--- src/rtl/tick_pwm_pkg.sv ---
`default_nettype none
// ============================================================================
// Module   : tick_pwm_pkg
// Brief    : Shared types and default sizes for the tick-driven PWM generator.
// Revision : 1.0 - initial release
// ============================================================================
package tick_pwm_pkg;

    // Default width of period/duty/counter, counted in ticks
    localparam int c_PERIOD_W    = 8;
    // Default depth of the div_in synchroniser (must be >= 2)
    localparam int c_SYNC_STAGES = 2;

    // Run-control state machine encoding
    typedef enum logic [0:0] {
        IDLE = 1'b0,
        RUN  = 1'b1
    } pwm_state_e;

endpackage : tick_pwm_pkg
`default_nettype wire

--- src/rtl/edge_tick_sync.sv ---
`default_nettype none
// ============================================================================
// Module   : edge_tick_sync
// Brief    : Synchronises the divided-clock input and turns its edges into a
//            registered one-cycle tick (rising only, or both edges).
// Revision : 1.0 - initial release
// ============================================================================
module edge_tick_sync
    import tick_pwm_pkg::*;
#(
    parameter int SYNC_STAGES = c_SYNC_STAGES
) (
    input  logic clk,
    input  logic rst_n,
    input  logic div_in,
    input  logic edge_sel,
    output logic tick
);

    logic [SYNC_STAGES-1:0] r_sync_q;
    logic [SYNC_STAGES-1:0] w_sync_d;
    logic                   r_prev_q;
    logic                   w_prev_d;
    logic                   r_tick_q;
    logic                   w_tick_d;
    logic                   w_s;

    // Shift div_in through the synchroniser and compare the synchronised
    // level against its previous value to find edges.
    always_comb begin
        w_sync_d = {r_sync_q[SYNC_STAGES-2:0], div_in};
        w_s      = r_sync_q[SYNC_STAGES-1];
        w_prev_d = w_s;
        w_tick_d = (w_s & ~r_prev_q) | (edge_sel & ~w_s & r_prev_q);
    end

    // Synchroniser, edge-history and tick registers
    always_ff @(posedge clk) begin
        if (!rst_n) begin
            r_sync_q <= '0;
            r_prev_q <= 1'b0;
            r_tick_q <= 1'b0;
        end else begin
            r_sync_q <= w_sync_d;
            r_prev_q <= w_prev_d;
            r_tick_q <= w_tick_d;
        end
    end

    assign tick = r_tick_q;

endmodule : edge_tick_sync
`default_nettype wire

--- src/rtl/tick_pwm_generator.sv ---
`default_nettype none
// ============================================================================
// Module   : tick_pwm_generator
// Brief    : PWM whose period and duty are counted in ticks derived from the
//            edges of a slow divided-clock input. Configuration arrives over a
//            valid/ready handshake and is applied only at period boundaries.
// Revision : 1.0 - initial release
// ============================================================================
module tick_pwm_generator
    import tick_pwm_pkg::*;
#(
    parameter int PERIOD_W    = c_PERIOD_W,
    parameter int SYNC_STAGES = c_SYNC_STAGES
) (
    input  logic                clk,
    input  logic                rst_n,
    input  logic                div_in,
    input  logic                edge_sel,
    input  logic                enable,
    input  logic                cfg_valid,
    output logic                cfg_ready,
    input  logic [PERIOD_W-1:0] cfg_period,
    input  logic [PERIOD_W-1:0] cfg_duty,
    output logic                tick,
    output logic                pwm_out,
    output logic                period_done,
    output logic                running
);

    localparam logic [PERIOD_W-1:0] c_ONE = PERIOD_W'(1);

    pwm_state_e          r_state_q,       w_state_d;
    logic [PERIOD_W-1:0] r_cnt_q,         w_cnt_d;
    logic [PERIOD_W-1:0] r_act_period_q,  w_act_period_d;
    logic [PERIOD_W-1:0] r_act_duty_q,    w_act_duty_d;
    logic [PERIOD_W-1:0] r_shd_period_q,  w_shd_period_d;
    logic [PERIOD_W-1:0] r_shd_duty_q,    w_shd_duty_d;
    logic                r_pending_q,     w_pending_d;
    logic                r_loaded_q,      w_loaded_d;
    logic                r_pwm_q,         w_pwm_d;
    logic                r_period_done_q, w_period_done_d;

    logic                w_tick;
    logic                w_accept;
    logic                w_running;
    logic [PERIOD_W-1:0] w_last;
    logic                w_wrap;

    edge_tick_sync #(
        .SYNC_STAGES (SYNC_STAGES)
    ) u_edge_tick_sync (
        .clk      (clk),
        .rst_n    (rst_n),
        .div_in   (div_in),
        .edge_sel (edge_sel),
        .tick     (w_tick)
    );

    assign w_accept  = cfg_valid & ~r_pending_q;
    assign w_running = (r_state_q == RUN);
    // A programmed period of 0 behaves as 1, so the last count is then 0
    assign w_last    = (r_act_period_q == '0) ? '0 : (r_act_period_q - c_ONE);
    assign w_wrap    = (r_cnt_q == w_last);

    // Run control, config capture/promotion, tick counter and PWM compare
    always_comb begin
        w_state_d       = r_state_q;
        w_cnt_d         = r_cnt_q;
        w_act_period_d  = r_act_period_q;
        w_act_duty_d    = r_act_duty_q;
        w_shd_period_d  = r_shd_period_q;
        w_shd_duty_d    = r_shd_duty_q;
        w_pending_d     = r_pending_q;
        w_loaded_d      = r_loaded_q;
        w_period_done_d = 1'b0;
        w_pwm_d         = w_running && (r_cnt_q < r_act_duty_q);

        case (r_state_q)
            IDLE: begin
                // Nothing is running, so a new config can take effect at once
                if (w_accept) begin
                    w_act_period_d = cfg_period;
                    w_act_duty_d   = cfg_duty;
                    w_loaded_d     = 1'b1;
                end
                if (enable && r_loaded_q) begin
                    w_state_d = RUN;
                end
            end
            RUN: begin
                if (!enable) begin
                    // Disable wins over any tick; leave with a clean counter
                    w_state_d = IDLE;
                    w_cnt_d   = '0;
                    if (r_pending_q) begin
                        w_act_period_d = r_shd_period_q;
                        w_act_duty_d   = r_shd_duty_q;
                        w_pending_d    = 1'b0;
                    end else if (w_accept) begin
                        w_act_period_d = cfg_period;
                        w_act_duty_d   = cfg_duty;
                        w_loaded_d     = 1'b1;
                    end
                end else begin
                    if (w_accept) begin
                        w_shd_period_d = cfg_period;
                        w_shd_duty_d   = cfg_duty;
                        w_pending_d    = 1'b1;
                    end
                    if (w_tick) begin
                        w_cnt_d         = w_wrap ? '0 : (r_cnt_q + c_ONE);
                        w_period_done_d = w_wrap;
                        // Only a config pending before this cycle is promoted;
                        // one accepted on the wrap cycle waits a full period.
                        if (w_wrap && r_pending_q) begin
                            w_act_period_d = r_shd_period_q;
                            w_act_duty_d   = r_shd_duty_q;
                            w_pending_d    = 1'b0;
                        end
                    end
                end
            end
            default: begin
                w_state_d = IDLE;
            end
        endcase
    end

    // State, configuration and output registers
    always_ff @(posedge clk) begin
        if (!rst_n) begin
            r_state_q       <= IDLE;
            r_cnt_q         <= '0;
            r_act_period_q  <= '0;
            r_act_duty_q    <= '0;
            r_shd_period_q  <= '0;
            r_shd_duty_q    <= '0;
            r_pending_q     <= 1'b0;
            r_loaded_q      <= 1'b0;
            r_pwm_q         <= 1'b0;
            r_period_done_q <= 1'b0;
        end else begin
            r_state_q       <= w_state_d;
            r_cnt_q         <= w_cnt_d;
            r_act_period_q  <= w_act_period_d;
            r_act_duty_q    <= w_act_duty_d;
            r_shd_period_q  <= w_shd_period_d;
            r_shd_duty_q    <= w_shd_duty_d;
            r_pending_q     <= w_pending_d;
            r_loaded_q      <= w_loaded_d;
            r_pwm_q         <= w_pwm_d;
            r_period_done_q <= w_period_done_d;
        end
    end

    assign cfg_ready   = ~r_pending_q;
    assign tick        = w_tick;
    assign pwm_out     = r_pwm_q;
    assign period_done = r_period_done_q;
    assign running     = w_running;

endmodule : tick_pwm_generator
`default_nettype wire

--- config.mk ---
export PLATFORM = sky130hd
export DESIGN_NAME = tick_pwm_generator
export DESIGN_NICKNAME = d
export VERILOG_FILES = /design/src/rtl/tick_pwm_pkg.sv /design/src/rtl/edge_tick_sync.sv /design/src/rtl/tick_pwm_generator.sv
export SDC_FILE = /design/constraint.sdc
export NUM_CORES = 1
export LEC_CHECK = 0
export CAP_MARGIN = 5
export CORE_MARGIN = 5
export CORE_UTILIZATION = 61
export DETAILED_ROUTE_END_ITERATION = 10
export HOLD_SLACK_MARGIN = 0.1
export PLACE_DENSITY = 0.84
export SLEW_MARGIN = 30
export SYNTH_ARGS = -nofsm -noshare
export SYNTH_HDL_FRONTEND = slang
export SYNTH_SLANG_ARGS = --single-unit
--- constraint.sdc ---
create_clock -name clk -period 6.4 [get_ports clk]
set_input_delay 1.6 -clock clk [delete_from_list [all_inputs] [get_ports clk]]
set_output_delay 1.6 -clock clk [all_outputs]
set_load 0.005 [all_outputs]
======== Word level (Yosys, flattened, before mapping) ========
Index checks and enable logic that the tools add are counted.
storage, ports and cells
  bits in read-only memories .............. 0
  memories ................................ 0
  word-level logic and storage cells ...... 67
  register bits ........................... 49
  latch bits .............................. 0
  bits in writable memories ............... 0
  input bits .............................. 22
operators by class
  shifts and indexed selects .............. 0
  $lt $le $gt $ge ......................... 1
  $add $sub $neg .......................... 2
  bitwise gates (word level) .............. 9
  div/mod/pow operators ................... 0
  muxes and demuxes ....................... 27
  $mul .................................... 0
  reductions and logical operators ........ 9
  equality and inequality tests ........... 6
operators by type and width
  cell                                                                number
  8-bit 2-to-1 mux                                                    14
  8-bit one-hot mux with 2 select lines                               2
  1-bit 2-to-1 mux                                                    9
  8-bit by 1-bit adder with 8-bit output, second input constant       1
  8-bit == test                                                       1
  8-bit logical NOT                                                   1
  8-bit < comparator                                                  1
  8-bit by 1-bit subtractor with 8-bit output, second input constant  1
  3-bit by 2-bit != test with 1-bit output, second input constant     2
  2-bit AND reduction                                                 3
  1-bit bitwise AND                                                   4
  2-bit != test, second input constant                                2
  1-bit inverter                                                      4
  1-bit one-hot mux with 2 select lines                               2
  4-bit AND reduction                                                 1
  1-bit logical AND                                                   3
  3-bit AND reduction                                                 1
  2-bit by 1-bit != test with 1-bit output, second input constant     1
  1-bit bitwise OR                                                    1

======== Logic depth before layout (Yosys ltp) ========
  word-level depth ........................ 8
  gate-level depth with buffers ........... 11
  depth with buffers taken out ............ 9

======== By module ========
From an unflattened synthesis, not the netlist that was laid out.
unflattened totals
  cells, all modules ...................... 323
  area, all modules ....................... 2802.7 um2
by module, submodules not included
  module              seq. area each (um2)  area each (um2)  cells an instance  times used
  tick_pwm_generator  900.9                 2682.6           313                1
  edge_tick_sync      80.1                  120.1            10                 1

======== Worst setup path before layout ========
No wires, ideal clock.
  path type ............................... input -> register
  start ................................... input cfg_valid
  end ..................................... register r_shd_duty_q[0]
  library setup time ...................... 76 ps
  path slack .............................. 3398 ps
  data arrival time ....................... 2926 ps
  stages on the path ...................... 7
  path buffers ............................ 3
  cell sequence ........................... nor2b_1 > clkbuf_1 > and2_1 > clkbuf_1 > clkbuf_1 > nand2_1 > a21boi_0
between the ends
  word-level cells in the longest chain between the ends .. 2
ends and longest elaborated chain
  what                                  line                       text
  start: declaration                    tick_pwm_generator.sv:20   input logic cfg_valid,
  1-bit bitwise AND                     tick_pwm_generator.sv:59   assign w_accept = cfg_valid & ~r_pending_q;
  3-bit AND reduction (no source line)  n/a
  end signal: assignment                tick_pwm_generator.sv:148  r_shd_duty_q <= w_shd_duty_d;
  end: declaration                      tick_pwm_generator.sv:37   logic [PERIOD_W-1:0] r_shd_duty_q, w_shd_duty_d;
No other way between the ends.
A chain may end at the register's enable or synchronous reset.

======== Worst setup path after layout ========
  start ................................... input cfg_valid
  end ..................................... register r_shd_period_q[2]
between the ends
  word-level cells in the longest chain between the ends .. 2
ends and longest elaborated chain
  what                                  line                       text
  1-bit bitwise AND                     tick_pwm_generator.sv:59
  3-bit AND reduction (no source line)  n/a
  end signal: assignment                tick_pwm_generator.sv:147  r_shd_period_q <= w_shd_period_d;
  end: declaration                      tick_pwm_generator.sv:36   logic [PERIOD_W-1:0] r_shd_period_q, w_shd_period_d;
No other way between the ends.

==> summary.txt <==
STA
  • FMAX: 294 MHz
  • PnR worst setup slack: 3000 ps
  • Post-route clock period utilization: 53.1%
  • Max-slew violation count: 0
  • Final setup violation count: 0
  • Worst slew pin tran: 906 ps
  • Sum Neg Setup Slack: 0 ps
  • Hold Vio Cnt, Final: 0
  • Tmin final: 3400 ps
  • Relative slew slack: 39.4%
  • RSZ-0062 raised after global routing: no
  • Post-Route Skew: 11.8 ps

Detailed routing
  • WL met1: 2.79 mm
  • Wire per inst: 15.1 µm
  • DR DRC count: 0
  • Met3 wire len: 280 µm
  • ANT nets after route: 0
  • Top routing layer in use: met4
  • WL met2: 2.78 mm
  • DR iter-0 viols: 149
  • Final WL: 5.96 mm
  • Via-per-instance ratio: 6.03
  • Routed vias: 2,376
  • TritonRoute pass-1 iters: 4

Worst setup path
  • Crit. Startpoint: cfg_valid
  • Max incr delay on CP: 620 ps
  • Crit path required time: 6640 ps
  • Arrival time worst endpoint: 3630 ps
  • Slowest-stage cell, CP: and2_1
  • Worst Path Class, Setup: input pin to flop
  • Reg2reg path depth: 9
  • Setup crit start kind: input pin
  • Worst flop-to-flop path endpoint: r_act_duty_q[3]$_SDFFE_PN0P_
  • RR Startpoint: r_act_period_q[0]$_SDFFE_PN0P_
  • Crit-path max FO: 28
  • Setup crit end kind: flop
  • Worst reg-to-reg setup slack: 3250 ps
  • CP Cell Sequence: clkdlybuf4s50_1 > nor2b_4 > and2_1 > nand2_1 > a21boi_0

Clocking
  • H-tree levels: 2
  • Worst-path clk slew: 100 ps
  • CTS tree: yes
  • PostCTS Resize Cnt: 0
  • CTS Hold Bufs: 0
  • Worst-Skew Late Latency: 310 ps
  • Clk sinks: 49
  • Root Driver: clkbuf_8
  • Postcts setup bufs: 0
  • TritonCTS Buffers: 5
  • Longest Clk Path Bufs: 2

Place
  • Dpl cells: 386
  • Gpl congestion: 0.821
  • Pre-CTS setup slack: 2580 ps
  • I/O Buffers: 26
  • HPWL after DPL: 4.18 mm

Floorplan
  • Die area: 5980 µm²
  • Die Wd: 77.3 µm
  • Row count: 24
  • Starting Density: 63.0%
  • Die Y: 77.3 µm
  • Core ar.: 4380 µm²
  • Io pins: 27

Run status
  • Status: completed

Power and ir drop
  • IR drop worst, VDD: 169 µV
  • Leakage: 1.12 nW
  • Tot Pwr: 0.000638 W
  • Power per Cell Area: 207 nW/µm²

Yosys
  • Mapped Cells: 331
  • Register area share after synthesis: 35.5%
  • Synthesized area: 2760 µm²
  • Yosys cell types: 55
  • Main synth FF type: dfxtp_1
  • Mean post-synth cell area: 8.35 µm²
  • Post-synthesis simple-gate area fraction: 23.6%
  • Largest family of logic cells by synthesized area: compound AO/OA/AOI/OAI gates
  • Xor/xnor share of the synthesized area: 2.22%
  • Mux contribution to synthesized area: 2.90%
  • Synth Area in Compound Gates: 25.9%
  • Ys Warns: 0
  • Syn Nets: 362
  • Async SR Flop Fraction: 0%
  • Synth Area in Adders: 4.07%
  • Post-synthesis register bit count: 49
  • Number of synthesized flops with an enable pin: 0

Layout
  • Commonest non-fill, non-tap cells in the layout: nand2_1, dfxtp_1, clkdlybuf4s50_1, o21ai_0, a21boi_0
  • Area of the multi-input gates: 1630 µm²
  • Final Non-Filler Cells: 394
  • Finished Core Util: 70.2%
  • N_diodes: 0
  • Most common library cell in the layout ignoring fill and taps: nand2_1
  • Seq. cell area: 981 µm²
  • Syn-to-layout area delta: 11.4%
  • Share of layout cells above drive strength 1: 6.43%
  • Fillcell total: 357
  • Final nets: 372

GRT
  • Largest net degree at the start of global routing: 33
  • First-pass GRT wire length: 10.1 mm
  • GRT Residual Overflow: 0
  • Vias in the first global route: 2,144
  • Initial antenna violation count: 0
  • GRT Resource Usage Total: 20.5%

Worst hold path
  • Worst Hold Class: flop to flop
  • Hold Crit Start: u_edge_tick_sync.r_sync_q[0]$_SDFF_PN0_
  • WHS Endpoint: u_edge_tick_sync.r_sync_q[1]$_SDFF_PN0_
  • Hold depth: 1

Job
  • Maxcap violations: 0
==> sequential cells by signal, summed over array words and instances, names as in the netlist <==
register / count
r_act_duty_q: 8
r_act_period_q: 8
r_cnt_q: 8
r_shd_duty_q: 8
r_shd_period_q: 8
u_edge_tick_sync.r_sync_q: 2
period_done: 1
pwm_out: 1
r_loaded_q: 1
r_pending_q: 1
running: 1
u_edge_tick_sync.r_prev_q: 1
u_edge_tick_sync.tick: 1
==> per-stage QoR <==
step | hold slack [ps] | cell area, µm²
after floorplan | 412 | 2760
after global placement | 433 | 2980
after detailed placement | 445 | 2990
after CTS | 467 | 3080
after global routing | 470 | 3080
final | 454 | 3080
==> power breakdown <==
part	internal [W]	total [W]	switching, W	leakage (nW)
clock	0.0000790	0.000189	0.000110	0.0447
combinational	0.0000587	0.000118	0.0000596	0.680
sequential	0.000316	0.000332	0.0000151	0.399
==> worst max-delay path by stage <==
stage / depth (start not counted) / slack [ps] / end
2_1_floorplan: 7 / 3400 / r_shd_duty_q[0]$_SDFFE_PN0P_
3_3_place_gp: 5 / 2310 / r_shd_period_q[6]$_SDFFE_PN0P_
3_5_place_dp: 3 / 2580 / r_cnt_q[6]$_SDFFE_PN0P_
4_1_cts: 3 / 2890 / r_cnt_q[6]$_SDFFE_PN0P_
5_1_grt: 5 / 2790 / r_shd_period_q[2]$_SDFFE_PN0P_
6_report: 5 / 3000 / r_shd_period_q[2]$_SDFFE_PN0P_
==> logic make-up (layout without fill, tap and decap cells) <==
| family | Yosys count | in the layout |
|---|---|---|
| simple gates | 127 | 127 |
| buf+inv | 35 | 46 |
| flops | 49 | 49 |
| fa+ha+maj | 9 | 9 |
| mux | 8 | 8 |
| compound gates | 96 | 96 |
| xor+xnor | 7 | 7 |
==> per-layer routing <==
metal | global-route usage, % | vias to the layer above
li1 | - | 1200
met5 | 0 | -
met4 | 8.08 | 0
met2 | 31.9 | 54
met1 | 27.7 | 1112
met3 | 4.22 | 10
==> synth_stat cells, types with 2 or more instances <==
cell	number	area [µm²]
nand3_1	3	15.0
or4_1	2	15.0
nand2b_1	4	25.0
a221o_1	3	30.0
nor2b_1	7	43.8
and3_1	2	12.5
or3_1	3	18.8
ha_1	9	113
nor4b_1	2	17.5
a221oi_1	2	17.5
nor3b_1	3	22.5
a21o_1	4	30.0
a21oi_1	5	25.0
dfxtp_1	49	981
o31ai_1	2	15.0
or2_2	4	25.0
o21ai_0	23	115
nor4_1	2	12.5
nand2_1	64	240
inv_1	11	41.3
a21boi_0	18	135
xor2_1	3	26.3
nor2_1	7	26.3
xnor2_1	4	35.0
o2bb2ai_1	16	140
nand3b_1	2	15.0
and2_1	7	43.8
buf_2	4	20.0
clkbuf_1	16	60.1
nor3_1	7	35.0
buf_6	3	33.8
o211ai_1	9	67.6
mux2i_1	8	80.1
a211oi_1	2	15.0
==> area by class of cell <==
type,instances,area share (%)
tap,52,2.11
clock inverter,3,0.813
multi-input combinational,247,52.9
timing repair buffer,27,8.70
sequential,49,31.9
clock buffer,5,2.23
inverter,11,1.34
==> critical path, delay by kind of cell <==
family | cells | cell delay [ps]
and+or+nand+nor | 3 | 1350
buffers and inverters | 1 | 490
AOI/OAI and AO/OA | 1 | 190
Power figures use the tool's default switching activity.
